[src/rtl/calc_sequencer_pkg.sv]
// calc_sequencer shared definitions: FSM states, op codes, default width.
// Imported by the sequencer top and its magnitude converter.
package calc_sequencer_pkg;

    localparam int CALC_WIDTH = 8;

    localparam logic OP_ADD = 1'b0;
    localparam logic OP_MUL = 1'b1;

    typedef enum logic [2:0] {
        ST_IDLE,
        ST_CONV_A,
        ST_CONV_B,
        ST_EXEC,
        ST_FIN,
        ST_DONE
    } calc_state_t;

endpackage

[src/rtl/calc_sequencer_conv.sv]
// N-bit two's-complement to sign/magnitude converter (combinational).
// Ports: val (in, N) -> mag (out, N, unsigned), sign (out, 1).
// -2^(N-1) maps to magnitude 2^(N-1), which still fits in N unsigned bits.
module calc_sequencer_conv
    import calc_sequencer_pkg::*;
#(
    parameter int N = CALC_WIDTH
) (
    input  logic [N-1:0] val,
    output logic [N-1:0] mag,
    output logic         sign
);

    assign sign = val[N-1];
    assign mag  = sign ? -val : val;

endmodule

[src/rtl/calc_sequencer.sv]
// calc_sequencer: multi-cycle add / shift-add multiply controller.
// Ports: clk, rst (sync, active-high), start, op, a[N], b[N] in;
//        busy, done, result[2N], res_sign, res_mag[2N] out.
module calc_sequencer
    import calc_sequencer_pkg::*;
#(
    parameter int N = CALC_WIDTH
) (
    input  logic           clk,
    input  logic           rst,
    input  logic           start,
    input  logic           op,
    input  logic [N-1:0]   a,
    input  logic [N-1:0]   b,
    output logic           busy,
    output logic           done,
    output logic [2*N-1:0] result,
    output logic           res_sign,
    output logic [2*N-1:0] res_mag
);

    localparam int CW = (N > 1) ? $clog2(N) : 1;
    localparam logic [CW-1:0] CNT_LAST = CW'(N - 1);

    calc_state_t state_q, state_d;

    logic           op_q, op_d;
    logic [N-1:0]   a_q, a_d;
    logic [N-1:0]   b_q, b_d;
    logic [N-1:0]   mag_a_q, mag_a_d;
    logic           sa_q, sa_d;
    logic           sb_q, sb_d;
    logic [2*N-1:0] mcand_q, mcand_d;
    logic [N-1:0]   mplier_q, mplier_d;
    // Holds the product for multiply and the sign-extended sum for add.
    logic [2*N-1:0] acc_q, acc_d;
    logic [CW-1:0]  cnt_q, cnt_d;
    logic [2*N-1:0] result_q, result_d;
    logic           res_sign_q, res_sign_d;
    logic [2*N-1:0] res_mag_q, res_mag_d;

    logic [N-1:0]   conv_in;
    logic [N-1:0]   conv_mag;
    logic           conv_sign;
    logic [2*N-1:0] acc_neg;
    logic [2*N-1:0] sum_ext;
    logic           mul_neg;

    // Single converter, time-shared: A in CONV_A, B at all other times.
    assign conv_in = (state_q == ST_CONV_A) ? a_q : b_q;

    calc_sequencer_conv #(
        .N (N)
    ) u_conv (
        .val  (conv_in),
        .mag  (conv_mag),
        .sign (conv_sign)
    );

    assign acc_neg = -acc_q;
    assign sum_ext = {{N{a_q[N-1]}}, a_q} + {{N{b_q[N-1]}}, b_q};
    // A zero product is reported positive regardless of operand signs.
    assign mul_neg = (sa_q ^ sb_q) && (acc_q != '0);

    always_comb begin
        state_d    = state_q;
        op_d       = op_q;
        a_d        = a_q;
        b_d        = b_q;
        mag_a_d    = mag_a_q;
        sa_d       = sa_q;
        sb_d       = sb_q;
        mcand_d    = mcand_q;
        mplier_d   = mplier_q;
        acc_d      = acc_q;
        cnt_d      = cnt_q;
        result_d   = result_q;
        res_sign_d = res_sign_q;
        res_mag_d  = res_mag_q;

        unique case (state_q)
            ST_IDLE: begin
                if (start) begin
                    a_d     = a;
                    b_d     = b;
                    op_d    = op;
                    state_d = ST_CONV_A;
                end
            end
            ST_CONV_A: begin
                mag_a_d = conv_mag;
                sa_d    = conv_sign;
                state_d = ST_CONV_B;
            end
            ST_CONV_B: begin
                sb_d     = conv_sign;
                mcand_d  = {{N{1'b0}}, mag_a_q};
                mplier_d = conv_mag;
                acc_d    = '0;
                cnt_d    = '0;
                state_d  = ST_EXEC;
            end
            ST_EXEC: begin
                if (op_q == OP_MUL) begin
                    if (mplier_q[0]) begin
                        acc_d = acc_q + mcand_q;
                    end
                    mcand_d  = mcand_q << 1;
                    mplier_d = mplier_q >> 1;
                    cnt_d    = cnt_q + CW'(1);
                    if (cnt_q == CNT_LAST) begin
                        state_d = ST_FIN;
                    end
                end else begin
                    acc_d   = sum_ext;
                    state_d = ST_FIN;
                end
            end
            ST_FIN: begin
                if (op_q == OP_MUL) begin
                    res_sign_d = mul_neg;
                    res_mag_d  = acc_q;
                    result_d   = mul_neg ? acc_neg : acc_q;
                end else begin
                    res_sign_d = acc_q[2*N-1];
                    res_mag_d  = acc_q[2*N-1] ? acc_neg : acc_q;
                    result_d   = acc_q;
                end
                state_d = ST_DONE;
            end
            ST_DONE: begin
                state_d = ST_IDLE;
            end
            default: begin
                state_d = ST_IDLE;
            end
        endcase
    end

    always_ff @(posedge clk) begin
        if (rst) begin
            state_q    <= ST_IDLE;
            op_q       <= OP_ADD;
            a_q        <= '0;
            b_q        <= '0;
            mag_a_q    <= '0;
            sa_q       <= 1'b0;
            sb_q       <= 1'b0;
            mcand_q    <= '0;
            mplier_q   <= '0;
            acc_q      <= '0;
            cnt_q      <= '0;
            result_q   <= '0;
            res_sign_q <= 1'b0;
            res_mag_q  <= '0;
        end else begin
            state_q    <= state_d;
            op_q       <= op_d;
            a_q        <= a_d;
            b_q        <= b_d;
            mag_a_q    <= mag_a_d;
            sa_q       <= sa_d;
            sb_q       <= sb_d;
            mcand_q    <= mcand_d;
            mplier_q   <= mplier_d;
            acc_q      <= acc_d;
            cnt_q      <= cnt_d;
            result_q   <= result_d;
            res_sign_q <= res_sign_d;
            res_mag_q  <= res_mag_d;
        end
    end

    assign busy     = (state_q != ST_IDLE);
    assign done     = (state_q == ST_DONE);
    assign result   = result_q;
    assign res_sign = res_sign_q;
    assign res_mag  = res_mag_q;

endmodule

[config.mk]
export PLATFORM = sky130hd
export DESIGN_NAME = calc_sequencer
export DESIGN_NICKNAME = d
export VERILOG_FILES = /design/src/rtl/calc_sequencer_pkg.sv /design/src/rtl/calc_sequencer_conv.sv /design/src/rtl/calc_sequencer.sv
export SDC_FILE = /design/constraint.sdc
export NUM_CORES = 1
export LEC_CHECK = 0
export BUFFER_PORTS_ARGS = -buffer_cell sky130_fd_sc_hd__buf_2
export CAP_MARGIN = 20
export CORE_ASPECT_RATIO = 1.2
export CORE_MARGIN = 2
export CORE_UTILIZATION = 60
export CTS_CLUSTER_DIAMETER = 150
export DETAILED_ROUTE_END_ITERATION = 6
export GPL_ROUTABILITY_DRIVEN = 0
export GPL_TIMING_DRIVEN = 0
export PLACE_DENSITY = 0.81
export SETUP_SLACK_MARGIN = 0.15
export SYNTH_ARGS = -nofsm -noshare
export SYNTH_HDL_FRONTEND = slang
export SYNTH_SLANG_ARGS = --single-unit
[constraint.sdc]
create_clock -name clk -period 3.4 [get_ports clk]
set_clock_uncertainty 0.1 [all_clocks]
set_input_delay 0.17 -clock clk [delete_from_list [all_inputs] [get_ports clk]]
set_output_delay 0.17 -clock clk [all_outputs]
set_load 0.01 [all_outputs]
==> results of run 1 <==
==> routing by layer <==
metal  wire (um)  global-route usage  vias to the layer above
li1            -                   -                     2758
met2        8140               0.549                      289
met5           0                   0                        -
met4         695               0.179                        0
met3        1130              0.0494                       58
met1        6210               0.349                     2653
==> final cells by class <==
| type | instances | area share |
|---|---|---|
| Tap cell | 123 | 0.0229 |
| Sequential cell | 105 | 0.313 |
| Inverter | 17 | 0.00950 |
| Timing Repair Buffer | 70 | 0.0649 |
| Buffer | 47 | 0.0313 |
| Clock inverter | 5 | 0.0117 |
| Clock buffer | 11 | 0.0362 |
| Multi-Input combinational cell | 561 | 0.510 |
==> kinds of logic (layout without fill, tap and decap cells) <==
kind of cell    count (synthesis)  count (layout)  share of synthesized area
compound gates                199             199                      0.227
xor+xnor                       35              35                     0.0528
fa+ha+maj                      30              30                     0.0673
buf+inv                        64             150                     0.0472
flops                         105             105                      0.362
mux                            10              10                     0.0172
simple gates                  287             287                      0.226
==> metrics by stage <==
step | instance area [sq um] | hold slack, ps | power [mW] | instances
5_1_grt | 6710 | 41.4 | 3.16 | 939
3_5_place_dp | 6220 | 316 | 1.91 | 906
4_1_cts | 6710 | 32.5 | 3.03 | 939
2_1_floorplan | 5800 | 206 | 1.75 | 730
6_report | 6710 | 25.6 | 3.06 | 939
3_3_place_gp | 6220 | 309 | 1.89 | 906
==> worst max-delay path by stage <==
stage                     depth (start not counted)                        to               startpoint  slack, ps
after floorplan                                  10    acc_q[14]$_SDFFE_PP0P_    acc_q[0]$_SDFFE_PP0P_        980
after global placement                           10    acc_q[14]$_SDFFE_PP0P_    acc_q[0]$_SDFFE_PP0P_        510
after detailed placement                         10    acc_q[14]$_SDFFE_PP0P_    acc_q[0]$_SDFFE_PP0P_        470
after CTS                                        11  mplier_q[4]$_SDFFE_PP0P_  state_q[1]$_SDFFE_PP0P_        410
after global routing                             10    acc_q[14]$_SDFFE_PP0P_    acc_q[0]$_SDFFE_PP0P_        160
final                                            10    acc_q[14]$_SDFFE_PP0P_    acc_q[0]$_SDFFE_PP0P_        250
==> cell usage after synthesis, types with 3 or more instances <==
cell type,number
nand2_1,115
dfxtp_1,105
nor2_1,84
a21oi_1,70
clkbuf_1,39
o21ai_0,31
ha_1,28
xnor2_1,25
a211oi_1,22
a311oi_1,22
nand3_1,19
nor3_1,18
inv_1,17
or3_1,17
mux2i_1,10
xor2_1,10
a21o_1,7
a22oi_1,6
and2_1,5
o21a_1,5
a31oi_1,4
nand3b_1,4
nor3b_1,4
or3_2,4
a2111oi_0,3
a21boi_0,3
buf_2,3
nor2b_1,3
o21bai_1,3
==> power by group <==
group          switching (mW)  leakage [nW]  internal, mW
clock                   0.479         0.159         0.665
sequential             0.0585         0.851          1.29
combinational           0.353          1.55         0.209
total                   0.891          2.56          2.17
==> timing repair <==
| item | in CTS | in global routing |
|---|---|---|
| endpoints found under the hold margin | 17 | 0 |
| hold buffers | 17 | 0 |
| buffers inserted | 0 | 0 |
==> state kept, by name, indices dropped and copies added (netlist names) <==
name	flops
res_sign	1
res_mag	15
b_q	8
mag_a_q	8
op_q	1
sa_q	1
mplier_q	8
a_q	8
sb_q	1
mcand_q	16
cnt_q	3
acc_q	16
state_q	3
result	16
==> flow_metrics.env, run 1 <==
export IMPL_status="finished, final reports clean"
export IMPL_cp_start_kind="flop"
export IMPL_crit_type="reg -> reg"
export IMPL_area_sequential_sq_mm=0.00210
export IMPL_synth_top_area_cell="dfxtp_1"
export IMPL_hp_class="in -> reg"
export IMPL_yosysWarnings=0
export IMPL_chipWidth_um=93.8
export IMPL_insertedDiodeCount=0
export IMPL_fp_dieArea_sq_mm=0.0105
export IMPL_synth_distinct_cells=62
export IMPL_cts_resized=0
export IMPL_drt_iter0_drc=325
export IMPL_min_to="state_q[0]$_SDFFE_PP0P_"
export IMPL_period_needed_ps=3150
export IMPL_core_area_sq_mm=0.00947
export IMPL_clk_latency_ps=360
export IMPL_fill_cells=770
export IMPL_setup_ws_ps=247
export IMPL_dp_hpwl_um=11900
export IMPL_cp_top_family="compound AO/OA/AOI/OAI gates"
export IMPL_hp_start="start"
export IMPL_leakagePower_nw=2.56
export IMPL_power_density_mw_per_mm2=456
export IMPL_drt_antenna_violating_nets=0
export IMPL_reg2reg_slack_ps=250
export IMPL_via_count=5758
export IMPL_drt_wl_total_um=16200
export IMPL_synth_edf_count=0
export IMPL_cts_root_buffer="clkbuf_16"
export IMPL_grt_pass1_wl_um=25900
export IMPL_required_ps=3520
export IMPL_syn_inst=730
export IMPL_crit_slowest_cell="dfxtp_1"
export IMPL_synth_ff_latch_count=105
export IMPL_cts_tree="done"
export IMPL_via_per_inst=6.13
export IMPL_dp_slack_ps=474
export IMPL_ios=55
export IMPL_grt_pass1_vias=5568
export IMPL_rsz0062_at_grt="false"
export IMPL_path_buf_inv=1
export IMPL_synth_top_area_share=0.362
export IMPL_hold_depth=2
export IMPL_cp_arrival_ps=3270
export IMPL_ff2ff_path_depth=10
export IMPL_ys_seq_area_frac=0.362
export IMPL_post_route_util=0.709
export IMPL_setup_tns_ps=0
export IMPL_synth_avg_cell_area_sq_um=7.95
export IMPL_relSlewSlack=0.472
export IMPL_dr_pass1_iters=5
export IMPL_finalHoldViolCount=0
export IMPL_grt_max_degree=17
export IMPL_cts_clk_slew_worst_paths_ps=70
export IMPL_drc=0
export IMPL_core_rowCount=39
export IMPL_initial_core_util=0.613
export IMPL_cts_buffer_depth=2
export IMPL_tightest_slew_ps=792
export IMPL_globalRouteOverflowTotal=0
export IMPL_fin_crit_sh=0.927
export IMPL_regToRegEndpoint="acc_q[14]$_SDFFE_PP0P_"
export IMPL_worstReg2RegStart="acc_q[0]$_SDFFE_PP0P_"
export IMPL_wl_per_cell_um=17.2
export IMPL_multi_input_area_sq_mm=0.00343
export IMPL_setup_viol=0
export IMPL_htree_levels=3
export IMPL_antenna_found_initial=0
export IMPL_syn_nets=780
export IMPL_slowest_delay_ps=440
export IMPL_cts_sinks=105
export IMPL_synth_async_reset_ratio=0
export IMPL_syn_to_final_growth_pct=15.7
export IMPL_most_common_layout_cells="nand2_1 (115), dfxtp_1 (105), nor2_1 (84), a21oi_1 (70), buf_2 (56)"
export IMPL_grtUsageTotal=0.311
export IMPL_layout_nets=861
export IMPL_io_buffers=53
export IMPL_syn_area_sq_mm=0.00580
export IMPL_ys_flop_type="dfxtp_1"
export IMPL_synth_area_leaders="dfxtp_1 (36%), nand2_1 (7.4%), a21oi_1 (6.0%)"
export IMPL_max_cap_viol_count=0
export IMPL_finalMaxSlewViolations=0
export IMPL_cts_buffers=9
export IMPL_cp_max_fo=5
export IMPL_layout_commonest_cell="nand2_1"
export IMPL_peakVddDrop_mv=0.306
export IMPL_die_h_um=112
export IMPL_drive_above_1_share=0.114
export IMPL_endpoint_kind="flop"
export IMPL_fmax_mhz=317
export IMPL_path_cells="ha_1 > inv_1 > fa_1 > nor2b_1 > o2111ai_1 > a31oi_1 > a21oi_1 > o21ai_0 > nor4b_1 > a2111oi_0"
Note: power is estimated with default switching activity, not from simulation.
==> inputs of run 2 (changes only) <==
--- a/config.mk
+++ b/config.mk
@@ -13,7 +13,6 @@
 export CTS_CLUSTER_DIAMETER = 150
 export DETAILED_ROUTE_END_ITERATION = 6
 export GPL_ROUTABILITY_DRIVEN = 0
-export GPL_TIMING_DRIVEN = 0
 export PLACE_DENSITY = 0.81
 export SETUP_SLACK_MARGIN = 0.15
 export SYNTH_ARGS = -nofsm -noshare
==> run 2 against run 1 <==
Net effect:
- clock power shrank 6%
- fmax up 12%
- power shrank 3.2%
- wire length is 9.9% lower
- first-iteration DRC count fell by 8.3%
- final area fell by 2.0%
- register-to-register slack gained 330 ps
- sequential power barely moved
- critical endpoint unchanged
==> flow_metrics.env, run 2 (synthesis results as in run 1) <==
export IMPL_cp_top_family="compound AO/OA/AOI/OAI gates"
export IMPL_period_needed_ps=2820
export IMPL_wl_per_cell_um=16.2
export IMPL_via_count=5485
export IMPL_finalHoldViolCount=0
export IMPL_syn_to_final_growth_pct=13.3
export IMPL_fmax_mhz=355
export IMPL_p_sw_mw=0.832
export IMPL_post_route_util=0.695
export IMPL_grt_pass1_vias=5236
export IMPL_cts_tree="done"
export IMPL_dp_hpwl_um=10400
export IMPL_power_frac_comb=0.177
export IMPL_crit_slowest_cell="dfxtp_1"
export IMPL_cts_resized=0
export IMPL_cts_sinks=105
export IMPL_initial_core_util=0.613
export IMPL_leakagePower_nw=2.53
export IMPL_status="finished, final reports clean"
export IMPL_drc=0
export IMPL_drt_antenna_violating_nets=0
export IMPL_setup_ws_ps=581
export IMPL_most_common_layout_cells="nand2_1 (115), dfxtp_1 (105), nor2_1 (84), a21oi_1 (70), buf_2 (54)"
export IMPL_place_area_sq_mm=0.00610
export IMPL_ios=55
export IMPL_core_area_sq_mm=0.00947
export IMPL_die_h_um=112
export IMPL_insertedDiodeCount=0
export IMPL_dp_slack_ps=653
export IMPL_setup_viol=0
export IMPL_grt_pass1_wl_um=24300
export IMPL_p_int_mw=2.13
export IMPL_power_density_mw_per_mm2=450
export IMPL_finalMaxSlewViolations=0
export IMPL_endpoint_kind="flop"
export IMPL_final_area_sq_mm=0.00658
export IMPL_via_per_inst=6.07
export IMPL_globalRouteOverflowTotal=0
export IMPL_cp_start_kind="flop"
export IMPL_cts_clk_slew_worst_paths_ps=70
export IMPL_chipWidth_um=93.8
export IMPL_swShare=0.281
export IMPL_setup_tns_ps=0
export IMPL_fin_cells=903
export IMPL_dr_pass1_iters=5
export IMPL_rsz0062_at_grt="false"
export IMPL_clk_latency_ps=350
export IMPL_peakVddDrop_mv=0.269
export IMPL_layout_commonest_cell="nand2_1"
export IMPL_cp_arrival_ps=2960
export IMPL_path_cells="ha_1 > inv_1 > fa_1 > nor2b_1 > o2111ai_1 > a31oi_1 > a21oi_1 > o21ai_0 > nor4b_1 > a2111oi_0"
export IMPL_crit_type="reg -> reg"
export IMPL_drive_above_1_share=0.124
export IMPL_dp_cells=870
export IMPL_core_rowCount=39
export IMPL_drt_iter0_drc=298
export IMPL_clkPwrFrac=0.362
export IMPL_tightest_slew_ps=758
export IMPL_path_buf_inv=1
export IMPL_slowest_delay_ps=410
export IMPL_layout_nets=825
export IMPL_cp_max_fo=5
export IMPL_fp_dieArea_sq_mm=0.0105
export IMPL_io_buffers=54
export IMPL_required_ps=3540
export IMPL_cts_buffer_depth=2
export IMPL_drt_wl_total_um=14600
export IMPL_relSlewSlack=0.494
export IMPL_seqPwrFrac=0.460
export IMPL_max_cap_viol_count=0
export IMPL_grtUsageTotal=0.287
export IMPL_fin_crit_sh=0.829
export IMPL_cts_root_buffer="clkbuf_16"
export IMPL_grt_max_degree=64
export IMPL_hp_class="in -> reg"
export IMPL_cts_buffers=9
export IMPL_htree_levels=3
export IMPL_antenna_found_initial=0
==> run 2: cell count changes in the layout (fill, tap and decap cells not counted), sizes merged <==
| cell | change |
|---|---|
| buf | +3 |
| bufinv | -1 |
| clkbuf | -36 |
| clkinv | -2 |
==> run 2: power by group through the flow <==
stage          Combinational, mW  Sequential (mW)  Clock, mW
6_report                   0.525             1.36       1.07
5_1_grt                    0.581             1.37       1.14
4_1_cts                    0.518             1.36       1.08
3_5_place_dp               0.499             1.39          0
3_3_place_gp               0.480             1.38          0
2_1_floorplan              0.379             1.37          0
==> run 2: path summary, 6_finish.rpt <==
check	start	endpoint	slack [ps]	depth (start not counted)
setup / recovery	acc_q[0]$_SDFFE_PP0P_	acc_q[14]$_SDFFE_PP0P_	580	10
hold / removal	start	state_q[0]$_SDFFE_PP0P_	40	2
setup reg to reg	acc_q[0]$_SDFFE_PP0P_	acc_q[14]$_SDFFE_PP0P_	580	10
hold reg to reg	cnt_q[1]$_SDFFE_PP0P_	cnt_q[1]$_SDFFE_PP0P_	360	2
==> run 2: layout make-up <==
| cell class | count | area [sq um] |
|---|---|---|
| inverters | 17 | 63.8 |
| repair buffers | 81 | 515 |
| clock buffers | 14 | 274 |
| flip-flops and latches | 105 | 2100 |
| well taps | 123 | 154 |
| fillers | 752 | 2890 |
| clock inverters | 2 | 35.0 |
| multi-input cells | 561 | 3430 |
==> run 2: repair_timing <==
item,CTS,global route
hold endpoints to repair,17,0
hold buffers,17,0
setup buffers,0,0
==> run 2: routing by layer <==
| layer | vias up | share of wire | track usage |
|---|---|---|---|
| met4 | 0 | 0.039 | 0.151 |
| li1 | 2685 | - | - |
| met5 | - | 0 | 0 |
| met2 | 208 | 0.50 | 0.492 |
| met3 | 50 | 0.050 | 0.0494 |
| met1 | 2542 | 0.41 | 0.339 |
==> run 2: through the flow <==
stage          total power, mW  hold WS (ps)
5_1_grt                   3.09          52.5
2_1_floorplan             1.75           206
4_1_cts                   2.96          40.4
6_report                  2.96          41.0
3_5_place_dp              1.89           316
3_3_place_gp              1.86           309
